==> config.mk <==
export PLATFORM = sky130hd
export DESIGN_NAME = fifo_write_ctrl
export DESIGN_NICKNAME = d
export VERILOG_FILES = /design/src/rtl/fifo_write_ctrl.sv
export SDC_FILE = /design/constraint.sdc
export NUM_CORES = 1
export LEC_CHECK = 0
export BUFFER_PORTS_ARGS = -buffer_cell sky130_fd_sc_hd__buf_2
export CAP_MARGIN = 30
export CORE_MARGIN = 5
export CORE_UTILIZATION = 52
export CTS_BUF_LIST = sky130_fd_sc_hd__clkbuf_8 sky130_fd_sc_hd__clkbuf_16
export CTS_CLUSTER_DIAMETER = 40
export CTS_CLUSTER_SIZE = 28
export DETAILED_ROUTE_END_ITERATION = 8
export GPL_TIMING_DRIVEN = 0
export MAX_ROUTING_LAYER = met4
export PLACE_DENSITY = 0.81
export SLEW_MARGIN = 20
export SYNTH_ARGS = -nofsm -noshare
export SYNTH_HDL_FRONTEND = slang
export SYNTH_SLANG_ARGS = --single-unit
==> constraint.sdc <==
create_clock -name clkw -period 3.95 [get_ports clkw]
set_input_delay 0.1975 -clock clkw [delete_from_list [all_inputs] [get_ports clkw]]
set_output_delay 0.1975 -clock clkw [all_outputs]
set_load 0.01 [all_outputs]
==> src/rtl/fifo_write_ctrl.sv <==
// Write-side controller of an asynchronous FIFO: accepts producer writes, advances the
// binary/Gray write pointers, and derives full / almost-full / level from the synchronized read pointer.
module fifo_write_ctrl #(
    parameter int unsigned ADDR_W         = 5,
    parameter int unsigned ALMOST_FULL_TH = 28
) (
    input  logic              clkw,
    input  logic              resetw,
    input  logic              winc,
    input  logic [ADDR_W:0]   rptr_gray,
    output logic              writeEnable,
    output logic [ADDR_W:0]   wptr,
    output logic [ADDR_W:0]   wptr_gray,
    output logic              wfull,
    output logic              walmost_full,
    output logic [ADDR_W:0]   wlevel,
    output logic              overflow
);

    localparam logic [ADDR_W:0] AF_TH = (ADDR_W + 1)'(ALMOST_FULL_TH);

    logic [ADDR_W:0] rq1_q, rq1_d;
    logic [ADDR_W:0] rq2_q, rq2_d;
    logic [ADDR_W:0] wptr_q, wptr_d;
    logic [ADDR_W:0] wptr_gray_q, wptr_gray_d;
    logic            wfull_q, wfull_d;
    logic            walmost_full_q, walmost_full_d;
    logic [ADDR_W:0] wlevel_q, wlevel_d;
    logic            overflow_q, overflow_d;

    logic            write_en;
    logic [ADDR_W:0] rbin_s;
    logic [ADDR_W:0] full_cmp;

    // A write is accepted only when not full; reset masks the strobe so a
    // request coinciding with reset never reaches the RAM.
    assign write_en = winc & ~wfull_q & ~resetw;

    always_comb begin
        rbin_s = '0;
        for (int unsigned i = 0; i <= ADDR_W; i++) begin
            rbin_s[i] = ^(rq2_q >> i);
        end
    end

    // Full when the next write pointer equals the read pointer with its two
    // top Gray bits inverted (same address, opposite wrap).
    assign full_cmp = {~rq2_q[ADDR_W:ADDR_W-1], rq2_q[ADDR_W-2:0]};

    always_comb begin
        rq1_d          = rptr_gray;
        rq2_d          = rq1_q;
        wptr_d         = wptr_q + {{ADDR_W{1'b0}}, write_en};
        wptr_gray_d    = wptr_d ^ (wptr_d >> 1);
        wlevel_d       = wptr_d - rbin_s;
        wfull_d        = (wptr_gray_d == full_cmp);
        walmost_full_d = (wlevel_d >= AF_TH);
        overflow_d     = overflow_q | (winc & wfull_q);
    end

    always_ff @(posedge clkw) begin
        if (resetw) begin
            rq1_q          <= '0;
            rq2_q          <= '0;
            wptr_q         <= '0;
            wptr_gray_q    <= '0;
            wfull_q        <= 1'b0;
            walmost_full_q <= 1'b0;
            wlevel_q       <= '0;
            overflow_q     <= 1'b0;
        end else begin
            rq1_q          <= rq1_d;
            rq2_q          <= rq2_d;
            wptr_q         <= wptr_d;
            wptr_gray_q    <= wptr_gray_d;
            wfull_q        <= wfull_d;
            walmost_full_q <= walmost_full_d;
            wlevel_q       <= wlevel_d;
            overflow_q     <= overflow_d;
        end
    end

    assign writeEnable  = write_en;
    assign wptr         = wptr_q;
    assign wptr_gray    = wptr_gray_q;
    assign wfull        = wfull_q;
    assign walmost_full = walmost_full_q;
    assign wlevel       = wlevel_q;
    assign overflow     = overflow_q;

endmodule

==> metrics.yaml, run 1 <==
setup_tns_ns: 0
synth_compound_area_frac: 0.0710
cts_sinks: 32
crit_type: "register to register"
leakagePower_nw: 0.744
netlist_top_cells_count: "32 x dfxtp_1, 17 x nor2b_1, 17 x xnor2_1, 15 x nor2_1, 7 x xor2_1"
ys_ff_latch: 32
synth_cells: 135
synth_area_leader_cell: "dfxtp_1"
hold_depth: 2
regToRegEndpoint: "walmost_full"
hold_viol: 0
drtAntennaViolNets: 0
avgSynthCellArea_um2: 10.2
utilization: 0.652
dr.first_iter.drc_count: 47
grt_use_total: 0.159
post_cts_resized: 0
io_pins: 31
cts_inserted_buffers: 5
ir_drop_mv: 0.336
yosysSeqAreaShare: 0.466
die_x_um: 61.4
initial_core_util: 0.550
grt_max_degree: 11
yosysWarnings: 0
place_congestion: 0.873
synth_cell_types: 34
drive_gt1_frac: 0.259
synthesis.nets: 151
r2r_slack_ns: 0.40
synth_xor_area_frac: 0.165
areaGrowthSynthToFinish_pct: 18.7
cts_tree: "built"
hpwlAfterDp_mm: 1.89
layout.nets: 188
rr_startpoint: "rq2_q[5]"
setup_ws_ns: 0.404
port_buffers: 30
hold_path_end: "rq1_q[3]"
cts_hold_buf: 0
fin_skew_ns: 0.00220
required_ns: 4.15
min_period_over_period: 0.898
place_ws_ns: 0.327
root_buffer: "clkbuf_8"
cp-start-kind: "register"
synthFlopType: "dfxtp_1"
dieArea_mm2: 0.00377
finalSetupViolCount: 0
synth-edff-count: 0
vias: 1017
wl_mm: 2.46
insertion_delay_ns: 0.28
synth_top_family_by_area: "simple AND/OR/NAND/NOR gates"
rows: 18
synthAdderAreaFrac: 0.0692
r2r_cells: 14
rsz0062_at_grt: "no"
die_h_um: 61.4
synth.area.mux_share: 0.00820
endpoint_kind: "register"
grt_pass1_wl_mm: 4.00
grt_pass1_vias: 925
synth-simple-area-share: 0.190
grt-ovfl-total: 0
cp.arrival_ns: 3.75
synth_area_leaders: "dfxtp_1 47%, xnor2_1 11%, nor2b_1 7.7%, ha_1 5.5%, xor2_1 4.5%"
hp-start: "rptr_gray[3]"
coreArea_mm2: 0.00250
min_period_ns: 3.55
max_freq_mhz: 282
relSlewSlack: 0.625
async_flop_share: 0
ctsHtreeMaxLevel: 2
dr.pass1.iters: 4
hold_path_class: "input port to register"
n_antenna_cell: 0
synth_most_common_cell: "dfxtp_1"
antenna_found_initial: 0
synth_top_area_share: 0.466
cp_max_fo: 5
post-route-drc-count: 0
maxCapViolCount: 0
wire_per_inst_um: 12.3
synth.cell_area_mm2: 0.00137
worst_pin_slew_ns: 0.557
avgViaCountPerCell: 5.09
post_cts_buffers: 0
drv_slew: 0
p_per_area_mw_per_mm2: 429
path_clk_slew_ns: 0.06
clockBufferDepth: 2
status: "finished, final reports clean"
logic make-up after synthesis:
family,Yosys count
flops,32
buf+inv,8
mux,1
simple gates,48
fa+ha+maj,7
xor+xnor,25
compound gates,14
worst max path at each step:
stage               startpoint            to  slack, ns  cells after the start
finish                rq2_q[5]  walmost_full       0.40                     14
global route          rq2_q[5]  walmost_full       0.18                     14
CTS                   rq2_q[5]  walmost_full       0.36                     14
detailed placement      resetw  walmost_full       0.33                     13
global placement        resetw  walmost_full       0.40                     13
floorplan             rq2_q[5]  walmost_full       0.71                     14
stage by stage:
step	instances	power [mW]	hold slack [ns]	instance area [um2]
after floorplan	135	0.456	0.269	1370
after global placement	195	0.492	0.409	1560
after detailed placement	195	0.495	0.416	1560
after CTS	200	0.713	0.120	1630
after global routing	200	0.741	0.132	1630
final	200	0.699	0.125	1630
layout make-up:
class	instances	area, um2
Multi-Input combinational cell	95	692
Inverter	3	11.3
Fill cell	213	870
Sequential cell	32	641
Clock buffer	5	68.8
Tap cell	30	37.5
Buffer	5	30.0
Timing Repair Buffer	30	150
report_power, final:
part | total, mW | switching (mW) | internal [mW]
combinational | 0.132 | 0.0694 | 0.0628
clock | 0.212 | 0.0992 | 0.113
sequential | 0.355 | 0.00696 | 0.348
routing by layer:
| layer | global-route usage | vias up | wire length [um] |
|---|---|---|---|
| li1 | - | 517 | - |
| met1 | 0.157 | 465 | 989 |
| met2 | 0.266 | 27 | 1220 |
| met3 | 0.0503 | 8 | 191 |
| met4 | 0.109 | 0 | 59 |
| met5 | - | - | 0 |
placed cells by master, fill, tap and decap left out, types with 4 or more instances in the layout:
master,netlist,layout
a21oi_1,4,4
buf_2,0,30
clkbuf_8,0,5
dfxtp_1,32,32
ha_1,6,6
nor2_1,15,15
nor2b_1,17,17
xnor2_1,17,17
xor2_1,7,7
flip-flops by register name, summed over array words and instances, names as in the netlist:
register      cells
wfull             1
rq2_q             6
wptr_gray         5
wptr              6
wlevel            6
overflow          1
walmost_full      1
rq1_q             6
worst max-delay path, stage by stage, from the launching register on:
cell and delay, ns:
dfxtp_1 0.40, xor2_1 0.28, xnor2_1 0.20, xor2_1 0.24
xor2_1 0.33, xnor2_1 0.16, ha_1 0.19, inv_1 0.06
fa_1 0.41, a21o_1 0.18, a21oi_1 0.17, xnor2_1 0.15
xnor2_1 0.10, or4_1 0.50, o21ai_0 0.08
(Power assumes the default switching activity.)
==> inputs of run 2 (changes only) <==
--- a/config.mk
+++ b/config.mk
@@ -8,14 +8,14 @@
 export BUFFER_PORTS_ARGS = -buffer_cell sky130_fd_sc_hd__buf_2
 export CAP_MARGIN = 30
 export CORE_MARGIN = 5
-export CORE_UTILIZATION = 52
-export CTS_BUF_LIST = sky130_fd_sc_hd__clkbuf_8 sky130_fd_sc_hd__clkbuf_16
-export CTS_CLUSTER_DIAMETER = 40
+export CORE_UTILIZATION = 55
+export CTS_BUF_LIST = sky130_fd_sc_hd__clkbuf_8
+export CTS_CLUSTER_DIAMETER = 200
 export CTS_CLUSTER_SIZE = 28
 export DETAILED_ROUTE_END_ITERATION = 8
 export GPL_TIMING_DRIVEN = 0
 export MAX_ROUTING_LAYER = met4
-export PLACE_DENSITY = 0.81
+export PLACE_DENSITY = 0.85
 export SLEW_MARGIN = 20
 export SYNTH_ARGS = -nofsm -noshare
 export SYNTH_HDL_FRONTEND = slang
==> run 2 against run 1 <==
Power rose by 4.6%. Sequential power barely moved. Die area fell by 4.6%. First-iteration DRC count fell by 77%. Critical endpoint unchanged. Largest power group unchanged. Highest routed layer unchanged.
==> metrics.yaml, run 2 (same netlist as run 1, synthesis figures left out) <==
cts_hold_buf: 0  # unchanged
cts_tree: "built"  # unchanged
crit_buf_inv: 1  # unchanged
hpwlAfterDp_mm: 1.92  # was 1.89 mm
crit_type: "register to register"  # unchanged
io_pins: 31  # unchanged
place_congestion: 0.860  # was 0.873
final_cell_mix: "32 x dfxtp_1, 30 x buf_2, 17 x xnor2_1, 17 x nor2b_1, 15 x nor2_1"  # unchanged
grt_use_total: 0.161  # was 0.159
post-route-drc-count: 0  # unchanged
wire_per_inst_um: 12.2  # was 12.3 um
die_x_um: 60.0  # was 61.4 um
grt_pass1_wl_mm: 4.11  # was 4.00 mm
dieArea_mm2: 0.00360  # was 0.00377 mm2
fin_skew_ns: 0.00432  # was 0.00220 ns
post_cts_resized: 0  # unchanged
antenna_found_initial: 0  # unchanged
coreArea_mm2: 0.00243  # was 0.00250 mm2
initial_core_util: 0.565  # was 0.550
rows: 18  # unchanged
avgViaCountPerCell: 4.97  # was 5.09
grt_max_degree: 11  # unchanged
n_antenna_cell: 0  # unchanged
cpMaxStageDelayCell: "or4_1"  # unchanged
die_h_um: 60.0  # was 61.4 um
status: "finished, final reports clean"  # unchanged
root_buffer: "clkbuf_8"  # unchanged
crit_top_cell: "xnor2_1"  # unchanged
cp_max_fo: 5  # unchanged
drive_gt1_frac: 0.260  # was 0.259
vias: 1008  # was 1017
path_clk_slew_ns: 0.06  # about the same
wl_mm: 2.47  # was 2.46 mm
hold_path_class: "input port to register"  # unchanged
finalSetupViolCount: 0  # unchanged
worstPathCellList: "xor2_1 > xnor2_1 > xor2_1 > xor2_1 > xnor2_1 > ha_1 > inv_1 > fa_1 > a21o_1 > a21oi_1 > xnor2_1 > xnor2_1 > or4_1 > o21ai_0"  # unchanged
grt-ovfl-total: 0  # unchanged
cts_inserted_buffers: 5  # unchanged
cp-start-kind: "register"  # unchanged
maxCapViolCount: 0  # unchanged
cp.arrival_ns: 3.76  # was 3.75 ns
required_ns: 4.15  # about the same
drv_slew: 0  # unchanged
grt_pass1_vias: 957  # was 925
min_period_over_period: 0.901  # was 0.898
drtAntennaViolNets: 0  # unchanged
min_period_ns: 3.56  # was 3.55 ns
hold_viol: 0  # unchanged
dr.first_iter.drc_count: 11  # was 47
ir_drop_mv: 0.315  # was 0.336 mV
dr.pass1.iters: 5  # was 4
p_per_area_mw_per_mm2: 443  # was 429 mW/mm2
leakagePower_nw: 0.762  # was 0.744 nW
final_common_cell: "dfxtp_1"  # unchanged
setup_tns_ns: 0  # unchanged
endpoint_kind: "register"  # unchanged
cts_sinks: 32  # unchanged
whs_ns: 0.129  # was 0.125 ns
port_buffers: 30  # unchanged
insertion_delay_ns: 0.28  # about the same
post_cts_buffers: 0  # unchanged
clockBufferDepth: 2  # unchanged
relSlewSlack: 0.582  # was 0.625
layout.nets: 188  # unchanged
ctsHtreeMaxLevel: 2  # unchanged
crit_family: "XOR/XNOR gates"  # unchanged
areaGrowthSynthToFinish_pct: 20.2  # was 18.7%
rsz0062_at_grt: "no"  # unchanged
cpPeakStageDelay_ns: 0.52  # was 0.50 ns
max_freq_mhz: 281  # was 282 MHz
worst_pin_slew_ns: 0.621  # was 0.557 ns
## run 2: changes by cell type in the layout (fill, tap and decap cells not counted), sizes merged
cell    before  now
clkbuf       8    9
inv          3    5
## run 2: path summary, 6_finish.rpt
check | end | cells past startpoint | slack (ns) | start
setup / recovery | walmost_full | 14 | 0.39 | rq2_q[5]
hold / removal | rq1_q[0] | 2 | 0.13 | rptr_gray[0]
setup reg to reg | walmost_full | 14 | 0.39 | rq2_q[5]
hold reg to reg | rq2_q[3] | 1 | 0.44 | rq1_q[3]
## run 2: area by class of cell
class                      instances  area, um2
clock buffer                       6       82.6
multi-input combinational         95        692
inverter                           3       11.3
fill                             203        781
clock inverter                     2       7.51
tap                               30       37.5
buffer                             5       30.0
timing repair buffer              30        150
sequential                        32        641
## run 2: worst reg2reg max path, delay by kind of cell (launching register included)
| family | cells | cell delay [ns] |
|---|---|---|
| fa+ha+maj | 2 | 0.59 |
| flops | 1 | 0.41 |
| xor+xnor | 7 | 1.48 |
| simple gates | 1 | 0.52 |
| compound gates | 3 | 0.43 |
| buf+inv | 1 | 0.05 |
## run 2: routing by layer
layer | GRT usage | wire, um | vias up
met3 | 0.0583 | 172 | 6
met5 | - | 0 | -
li1 | - | - | 517
met2 | 0.265 | 1240 | 24
met1 | 0.169 | 1020 | 461
met4 | 0.0823 | 43 | 0
## run 2: through the flow
| step | power, mW | area [um2] | setup slack [ns] | utilization | cells |
|---|---|---|---|---|---|
| after global placement | 0.491 | 1560 | 0.397 | 0.642 | 195 |
| after global routing | 0.773 | 1650 | 0.126 | 0.679 | 203 |
| after detailed placement | 0.497 | 1560 | 0.316 | 0.642 | 195 |
| final | 0.731 | 1650 | 0.391 | 0.679 | 203 |
| after CTS | 0.738 | 1650 | 0.366 | 0.679 | 203 |
| after floorplan | 0.456 | 1370 | 0.708 | - | 135 |
## run 2: report_power, final
| part | internal (mW) | switching (mW) | total, mW | leakage (nW) |
|---|---|---|---|---|
| clock network | 0.137 | 0.107 | 0.243 | 0.0538 |
| registers | 0.347 | 0.00726 | 0.355 | 0.263 |
| logic | 0.0627 | 0.0706 | 0.133 | 0.445 |
| total | 0.547 | 0.185 | 0.731 | 0.762 |
==> inputs of run 3 (changes only) <==
--- a/config.mk
+++ b/config.mk
@@ -7,8 +7,10 @@
 export LEC_CHECK = 0
 export BUFFER_PORTS_ARGS = -buffer_cell sky130_fd_sc_hd__buf_2
 export CAP_MARGIN = 30
+export CELL_PAD_IN_SITES_DETAIL_PLACEMENT = 0
+export CELL_PAD_IN_SITES_GLOBAL_PLACEMENT = 1
 export CORE_MARGIN = 5
-export CORE_UTILIZATION = 55
+export CORE_UTILIZATION = 42
 export CTS_BUF_LIST = sky130_fd_sc_hd__clkbuf_8
 export CTS_CLUSTER_DIAMETER = 200
 export CTS_CLUSTER_SIZE = 28
==> run 3 against run 2 <==
Power rose by 13%. Combinational power hardly changed. Design area up 3.3%. Critical path depth did not move. Register-to-register slack about the same. Utilization down 13 points. Critical path type unchanged.
==> metrics.yaml, run 3 (same netlist as run 1, synthesis figures left out) <==
dieArea_mm2: 0.00451  # was 0.00360 mm2
crit_type: "register to register"  # unchanged
leakagePower_nw: 0.773  # was 0.762 nW
required_ns: 4.16  # was 4.15 ns
min_period_ns: 3.57  # was 3.56 ns
place_congestion: 0.855  # was 0.860
post-route-drc-count: 0  # unchanged
p_comb_frac: 0.160  # was 0.182
initial_core_util: 0.443  # was 0.565
avgViaCountPerCell: 4.70  # was 4.97
die_x_um: 67.2  # was 60.0 um
fin_skew_ns: 0.00552  # was 0.00432 ns
cp-start-kind: "register"  # unchanged
rsz0062_at_grt: "no"  # unchanged
grt_use_total: 0.133  # was 0.161
cpMaxStageDelayCell: "or4_1"  # unchanged
min_period_over_period: 0.904  # was 0.901
grt_pass1_wl_mm: 4.29  # was 4.11 mm
root_buffer: "clkbuf_8"  # unchanged
post_cts_buffers: 0  # unchanged
io_pins: 31  # unchanged
path_clk_slew_ns: 0.06  # about the same
wire_per_inst_um: 11.5  # was 12.2 um
cpPeakStageDelay_ns: 0.51  # was 0.52 ns
endpoint_kind: "register"  # unchanged
coreArea_mm2: 0.00310  # was 0.00243 mm2
areaGrowthSynthToFinish_pct: 24.1  # was 20.2%
intPower_mw: 0.632  # was 0.547 mW
hold_viol: 0  # unchanged
antenna_found_initial: 0  # unchanged
crit_family: "XOR/XNOR gates"  # unchanged
grt-ovfl-total: 0  # unchanged
cts_hold_buf: 0  # unchanged
drv_slew: 0  # unchanged
worstPathCellList: "xor2_1 > xnor2_1 > xor2_1 > xor2_1 > xnor2_1 > ha_1 > inv_1 > fa_1 > a21o_1 > a21oi_1 > xnor2_1 > xnor2_1 > or4_1 > o21ai_0"  # unchanged
final_cell_mix: "32 x dfxtp_1, 30 x buf_2, 17 x xnor2_1, 17 x nor2b_1, 15 x nor2_1"  # unchanged
clockBufferDepth: 2  # unchanged
multi_input_area_um2: 692  # unchanged
filler_cell_count: 327  # was 203
layout.nets: 188  # unchanged
r2r_slack_ns: 0.38  # was 0.39 ns
p_per_area_mw_per_mm2: 483  # was 443 mW/mm2
setup_tns_ns: 0  # unchanged
cts_inserted_buffers: 5  # unchanged
post_cts_resized: 0  # unchanged
hold_path_class: "input port to register"  # unchanged
cts_tree: "built"  # unchanged
place_ws_ns: 0.316  # about the same
crit_top_cell: "xnor2_1"  # unchanged
hpwlAfterDp_mm: 1.97  # was 1.92 mm
max_freq_mhz: 280  # was 281 MHz
drtAntennaViolNets: 0  # unchanged
cts_sinks: 32  # unchanged
maxCapViolCount: 0  # unchanged
port_buffers: 30  # unchanged
clkPwrFrac: 0.409  # was 0.333
cp_max_fo: 5  # unchanged
grt_pass1_vias: 1018  # was 957
crit_buf_inv: 1  # unchanged
grt_max_degree: 11  # unchanged
seq_power_share: 0.431  # was 0.485
ctsHtreeMaxLevel: 2  # unchanged
p_sw_frac: 0.232  # was 0.252
relSlewSlack: 0.608  # was 0.582
vias: 1020  # was 1008
ir_drop_mv: 0.328  # was 0.315 mV
status: "finished, final reports clean"  # unchanged
setup_ws_ns: 0.380  # was 0.391 ns
wl_mm: 2.49  # was 2.47 mm
n_antenna_cell: 0  # unchanged
drive_gt1_frac: 0.272  # was 0.260
p_sw_mw: 0.191  # was 0.185 mW
rows: 20  # was 18
cp.arrival_ns: 3.78  # was 3.76 ns
r2r_cells: 14  # unchanged
worst_pin_slew_ns: 0.584  # was 0.621 ns
critical_path_depth: 14  # unchanged
dr.first_iter.drc_count: 43  # was 11
finalSetupViolCount: 0  # unchanged
insertion_delay_ns: 0.28  # about the same
dr.pass1.iters: 4  # was 5
regArea_um2: 641  # unchanged
hold_depth: 2  # unchanged
final_common_cell: "dfxtp_1"  # unchanged
die_h_um: 67.2  # was 60.0 um
run 3: cell types whose count changed in the layout (fill, tap and decap cells not counted):
cell / delta
inv_1: -2
clkbuf_8: +1
bufinv_16: +1
run 3: area by class of cell:
class,instances,share of cell area
Clock buffer,7,0.0565
Buffer,5,0.0176
Timing Repair Buffer,30,0.0880
Multi-Input combinational cell,95,0.406
Sequential cell,32,0.376
Clock inverter,1,0.0176
Tap cell,44,0.0323
Inverter,3,0.00660
run 3: metrics by stage:
step                area (um2)   util  power (mW)  hold WS [ns]  cells
floorplan                 1370      -       0.456         0.269    135
CTS                       1710  0.550       0.836         0.118    217
global route              1710  0.550       0.870         0.138    217
finish                    1710  0.550       0.823         0.126    217
detailed placement        1580  0.509       0.497         0.413    209
global placement          1580  0.509       0.492         0.409    209
run 3: per-layer routing:
layer / GRT usage / up-vias / wire length (um)
li1: - / 516 / -
met1: 0.141 / 475 / 1060
met2: 0.220 / 23 / 1210
met3: 0.0499 / 6 / 170
met4: 0.0608 / 0 / 51
met5: - / - / 0
run 3: worst paths after layout:
check,startpoint,endpoint
setup / recovery,rq2_q[5],walmost_full
hold / removal,rptr_gray[2],rq1_q[2]
setup reg to reg,rq2_q[5],walmost_full
hold reg to reg,rq1_q[0],rq2_q[0]
run 3: power by group through the flow:
stage | clock network, mW | logic, mW | registers (mW)
after floorplan | 0 | 0.0836 | 0.372
after global placement | 0 | 0.132 | 0.361
after detailed placement | 0 | 0.134 | 0.363
after CTS | 0.345 | 0.135 | 0.355
after global routing | 0.361 | 0.150 | 0.358
final | 0.337 | 0.132 | 0.355
run 3: worst reg2reg max path, stage by stage, from the launching register on:
cell and delay, ns:
dfxtp_1 0.41, xor2_1 0.27, xnor2_1 0.20, xor2_1 0.26, xor2_1 0.34, xnor2_1 0.17
ha_1 0.18, inv_1 0.06, fa_1 0.40, a21o_1 0.18, a21oi_1 0.19, xnor2_1 0.15
xnor2_1 0.10, or4_1 0.51, o21ai_0 0.08
